===== config.mk =====
export PLATFORM = sky130hd
export DESIGN_NAME = spi_controller
export DESIGN_NICKNAME = d
export VERILOG_FILES = /design/src/rtl/spi_controller.sv
export SDC_FILE = /design/constraint.sdc
export NUM_CORES = 1
export LEC_CHECK = 0
export ABC_AREA = 1
export CAP_MARGIN = 15
export CORE_AREA = 2 2 79 81
export CTS_CLUSTER_DIAMETER = 150
export DETAILED_ROUTE_END_ITERATION = 10
export DIE_AREA = 0 0 81 83
export PLACE_DENSITY = 0.59
export SYNTH_ARGS = -nofsm -noshare
export SYNTH_HDL_FRONTEND = slang
export SYNTH_SLANG_ARGS = --single-unit
export TNS_END_PERCENT = 5

===== constraint.sdc =====
create_clock -name clk -period 1.47 [get_ports clk]
set_input_delay 0.2205 -clock clk [delete_from_list [all_inputs] [get_ports clk]]
set_output_delay 0.2205 -clock clk [all_outputs]
set_load 0.05 [all_outputs]

===== src/rtl/spi_controller.sv =====
// ============================================================================
// Module   : spi_controller
// Function : Mode-0 SPI initiator. Sends one 16-bit register-access frame per
//            request and captures the final 8 CIPO bits of the frame.
// Revision : 1.0
// ============================================================================
`default_nettype none

module spi_controller #(
  parameter int CLK_DIV      = 4,
  parameter int SETUP_CYCLES = 2,
  parameter int HOLD_CYCLES  = 2,
  parameter int GAP_CYCLES   = 4
) (
  input  logic       clk,
  input  logic       rst,
  input  logic       req_valid,
  output logic       req_ready,
  input  logic       req_rw,
  input  logic [6:0] req_addr,
  input  logic [7:0] req_wdata,
  output logic [7:0] rd_data,
  output logic       rd_valid,
  output logic       busy,
  output logic       sCLK,
  output logic       nCS,
  output logic       COPI,
  input  logic       CIPO
);

  localparam int c_MAX_A = (CLK_DIV > SETUP_CYCLES) ? CLK_DIV : SETUP_CYCLES;
  localparam int c_MAX_B = (HOLD_CYCLES > GAP_CYCLES) ? HOLD_CYCLES : GAP_CYCLES;
  localparam int c_MAX   = (c_MAX_A > c_MAX_B) ? c_MAX_A : c_MAX_B;
  localparam int c_CW    = $clog2(c_MAX);

  localparam logic [c_CW-1:0] c_DIV_LAST   = c_CW'(CLK_DIV - 1);
  localparam logic [c_CW-1:0] c_SETUP_LAST = c_CW'(SETUP_CYCLES - 1);
  localparam logic [c_CW-1:0] c_HOLD_LAST  = c_CW'(HOLD_CYCLES - 1);
  localparam logic [c_CW-1:0] c_GAP_LAST   = c_CW'(GAP_CYCLES - 1);

  typedef enum logic [2:0] {
    ST_IDLE  = 3'd0,
    ST_SETUP = 3'd1,
    ST_SHIFT = 3'd2,
    ST_HOLD  = 3'd3,
    ST_GAP   = 3'd4
  } state_t;

  state_t            r_state,    w_state;
  logic [c_CW-1:0]   r_cnt,      w_cnt;
  logic [4:0]        r_bit,      w_bit;
  logic [15:0]       r_shreg,    w_shreg;
  logic              r_sclk,     w_sclk;
  logic              r_ncs,      w_ncs;
  logic [7:0]        r_rx,       w_rx;
  logic [7:0]        r_rd_data,  w_rd_data;
  logic              r_rd_valid, w_rd_valid;
  logic [1:0]        r_cipo_sync;
  logic              w_accept;

  assign w_accept = req_valid && (r_state == ST_IDLE);

  always_comb begin
    w_state    = r_state;
    w_cnt      = r_cnt;
    w_bit      = r_bit;
    w_shreg    = r_shreg;
    w_sclk     = r_sclk;
    w_ncs      = r_ncs;
    w_rx       = r_rx;
    w_rd_data  = r_rd_data;
    w_rd_valid = 1'b0;
    case (r_state)
      ST_IDLE: begin
        if (w_accept) begin
          w_state = ST_SETUP;
          w_cnt   = '0;
          w_shreg = {req_rw, req_addr, req_wdata};
          w_ncs   = 1'b0;
          w_sclk  = 1'b0;
        end
      end
      ST_SETUP: begin
        if (r_cnt == c_SETUP_LAST) begin
          w_state = ST_SHIFT;
          w_cnt   = '0;
          w_bit   = 5'd0;
          w_sclk  = 1'b1;
        end else begin
          w_cnt = r_cnt + 1'b1;
        end
      end
      ST_SHIFT: begin
        if (r_cnt == c_DIV_LAST) begin
          w_cnt = '0;
          if (r_sclk) begin
            // Falling edge: sample CIPO, advance COPI; zero-fill leaves COPI=0 after bit 0
            w_sclk  = 1'b0;
            w_shreg = {r_shreg[14:0], 1'b0};
            w_bit   = r_bit + 1'b1;
            w_rx    = {r_rx[6:0], r_cipo_sync[1]};
          end else if (r_bit == 5'd16) begin
            w_state = ST_HOLD;
          end else begin
            w_sclk = 1'b1;
          end
        end else begin
          w_cnt = r_cnt + 1'b1;
        end
      end
      ST_HOLD: begin
        if (r_cnt == c_HOLD_LAST) begin
          w_state    = ST_GAP;
          w_cnt      = '0;
          w_ncs      = 1'b1;
          w_rd_data  = r_rx;
          w_rd_valid = 1'b1;
        end else begin
          w_cnt = r_cnt + 1'b1;
        end
      end
      ST_GAP: begin
        if (r_cnt == c_GAP_LAST) begin
          w_state = ST_IDLE;
          w_cnt   = '0;
        end else begin
          w_cnt = r_cnt + 1'b1;
        end
      end
      default: begin
        w_state = ST_IDLE;
        w_cnt   = '0;
      end
    endcase
  end

  always_ff @(posedge clk or posedge rst) begin
    if (rst) begin
      r_state     <= ST_IDLE;
      r_cnt       <= '0;
      r_bit       <= '0;
      r_shreg     <= '0;
      r_sclk      <= 1'b0;
      r_ncs       <= 1'b1;
      r_rx        <= '0;
      r_rd_data   <= '0;
      r_rd_valid  <= 1'b0;
      r_cipo_sync <= '0;
    end else begin
      r_state     <= w_state;
      r_cnt       <= w_cnt;
      r_bit       <= w_bit;
      r_shreg     <= w_shreg;
      r_sclk      <= w_sclk;
      r_ncs       <= w_ncs;
      r_rx        <= w_rx;
      r_rd_data   <= w_rd_data;
      r_rd_valid  <= w_rd_valid;
      r_cipo_sync <= {r_cipo_sync[0], CIPO};
    end
  end

  // Pins come straight from flops so peripherals never see glitches
  assign sCLK      = r_sclk;
  assign nCS       = r_ncs;
  assign COPI      = r_shreg[15];
  assign rd_data   = r_rd_data;
  assign rd_valid  = r_rd_valid;
  assign busy      = (r_state != ST_IDLE);
  assign req_ready = (r_state == ST_IDLE);

endmodule

`default_nettype wire


==> impl_metrics.tcl <==
set metrics [dict create \
    drtAntennaViolNets 0 \
    met3_usage_pct 3.15 \
    slowest_delay_ns 0.45 \
    final_nets 378 \
    worstPathMaxFanout 4 \
    grt_overflow_total 0 \
    crit_slowest_cell "dfrtp_2" \
    dieArea_um2 6720 \
    clk_pin_slew_ns 0.09 \
    antenna_cells 0 \
    viasPerCell 4.48 \
    endpoint_kind "output pin" \
    core-area_um2 5820 \
    wirelength_um 4630 \
    fin_crit_sh_pct 104 \
    ff2ff_path_depth 9 \
    total_power_mw 2.38 \
    seq_area_frac_synth_pct 51.7 \
    rsz0062_at_grt "true" \
    use_met1_pct 20.1 \
    syn_area_um2 2280 \
    die_w_um 81 \
    clk_path_buf_depth 2 \
    power.leakage_nw 1.69 \
    start_kind "flip-flop" \
    fin_util_pct 53.8 \
    finalNonFillerCells 429 \
    grt_antenna_before_repair 0 \
    ys.flop_type "dfrtp_1" \
    grt_pass1_vias 1799 \
    synth.area.top_cells "dfrtp_1, nand2_1, o21ai_0" \
    period_minus_slack_ns 1.53 \
    grt.busiest_layer "met2" \
    skew_ns 0.00886 \
    relSlewSlack_pct 77.5 \
    first_pass_iters 4 \
    crit_type "flip-flop to output pin" \
    async_reset_ff_share_pct 100 \
    gp_congestion 0.846 \
    maxCapViolCount 0 \
    rows 28 \
    setup_total_negative_slack_ns -0.0668 \
    track_usage_pct 14.9 \
    cts_tree "done" \
    cts.sinks 47 \
    synth_common_cells "nand2_1, dfrtp_1, inv_1" \
    grtUsageMet2_pct 23.4 \
    setup_slack_ns -0.0556 \
    hold_path_class "input port to asynchronous set/reset pin" \
    initial_utilization_pct 39.2 \
    grt_pass1_wl_um 7980 \
    hold_violations 0 \
    fmax_ghz 0.655 \
    post-dp-hpwl_um 3350 \
    areaGrowthSynthToFinish_pct 37.5 \
    drv_slew 0 \
    io_pins 34 \
    clk_latency_ns 0.31 \
    vdd.ir_drop.worst_mv 0.503 \
    power_density_nw_per_um2 759 \
    die_h_um 83 \
    synth.distinct_cells 24 \
    numCtsBuffers 5 \
    dr.first_iter.drc_count 114 \
    portBuffers 33 \
    violations "negative setup slack" \
    yosysMostFrequentCell "nand2_1" \
    cts_max_level 2 \
    synthCells 297 \
    synth_area_leader_cell "dfrtp_1" \
    cp_data_arrival_time_ns 1.31 \
    synth_top_area_share_pct 50.5 \
    tightest_slew_ns 0.337 \
    syn-num-nets 322 \
    cts_root_buffer "clkbuf_8" \
    drive_gt1_share_pct 20.1 \
    grt_max_degree 23 \
    ys_ff_latch 47 \
    cp.required_ns 1.25 \
    status "finished with violations" \
    drc 0 \
    dp_cells 418 \
    finalSetupViolCount 2 \
    synth_edf_count 0 \
    holdBufCountCts 0 \
    path_cells "nor2_4 > inv_2 > nor2_4 > inv_2 > buf_8" \
    dr_total_vias 1922 \
    wl_per_cell_um 10.8 \
    syn_avg_cell_area_um2 7.67 \
    yosys_warnings 0 \
]
==> sequential cells by signal, summed over array words and instances (netlist names) <==
register	flops
r_rx	8
r_shreg	16
r_state	3
r_bit	5
rd_valid	1
nCS	1
r_cnt	2
r_cipo_sync	2
rd_data	8
sCLK	1
==> critical path, delay by kind of cell, from the launching register on <==
family / cells / cell delay (ns)
simple gates: 2 / 0.28
flops: 1 / 0.45
buf+inv: 3 / 0.26
==> per-layer routing <==
metal | part of all wire (%) | vias to the layer above
li1 | - | 1018
met5 | 0 | -
met4 | 1.5 | 0
met3 | 3.8 | 5
met1 | 46 | 872
met2 | 49 | 27
==> what timing repair did <==
| item | in CTS | in global routing |
|---|---|---|
| pin swaps | 3 | 2 |
| endpoints found under the setup margin | 24 | 33 |
| resized for setup | 7 | 17 |
| setup buffers | 2 | 1 |
==> cells by family (layout without fill, tap and decap cells) <==
logic type / after synthesis / after routing / synth area share [%]
buffers and inverters: 37 / 94 / 7.14
DFF: 47 / 47 / 51.7
xor gates and xnor gates: 3 / 3 / 1.15
adders and majority gates: 5 / 5 / 2.75
and+or+nand+nor: 179 / 179 / 31.4
AOI/OAI and AO/OA: 26 / 26 / 5.82
==> where the power goes <==
part / switching (mW) / internal, mW / total, mW / leakage, nW
Clock: 0.461 / 0.507 / 0.968 / 0.0581
Sequential: 0.00420 / 1.30 / 1.31 / 0.612
Combinational: 0.0415 / 0.0589 / 0.100 / 1.02
==> metrics by stage <==
stage	instance area (µm²)	setup WS, ns	hold WS, ns
final	3130	-0.0556	0.195
after global routing	3130	-0.106	0.203
after CTS	3070	-0.0833	0.203
after detailed placement	2920	-0.0235	0.344
after global placement	2920	-0.00220	0.336
after floorplan	2280	-0.0383	0.252
==> worst paths after layout <==
path	startpoint	to	slack, ns
worst max-delay path	r_state[2]$_DFFE_PP0P_	busy	-0.06
worst min-delay path	rst	rd_data[4]$_DFFE_PP0P_	0.19
worst max register to register	r_state[2]$_DFFE_PP0P_	r_shreg[10]$_DFFE_PP0P_	0.05
worst min register to register	r_cipo_sync[0]$_DFF_PP0_	r_cipo_sync[1]$_DFF_PP0_	0.36
max in group asynchronous	rst	nCS$_DFFE_PP1P_	0.81
min in group clk	CIPO	r_cipo_sync[0]$_DFF_PP0_	0.34
==> area by class of cell <==
type | count | area (µm²)
clock buffer | 5 | 68.8
clock inverter | 3 | 43.8
fill | 567 | 2690
inverter | 28 | 113
multi-input combinational | 213 | 1000
sequential | 47 | 1180
tap | 75 | 93.8
timing repair buffer | 58 | 628
==> layout by cell type (no fill, tap or decap), types with 2 or more instances in the layout <==
cell type	count
nand3_1	8
nor2_4	3
o21ai_0	17
inv_1	20
xor2_1	2
nand2_2	2
dfrtp_1	43
dfrtp_2	3
buf_12	11
buf_4	27
inv_2	6
nor2_1	12
nand2_1	147
ha_1	5
nand3_4	2
a21oi_1	3
o21ai_1	5
clkbuf_8	5
clkdlybuf4s50_1	19
nand3_2	2
(Power assumes the default switching activity.)
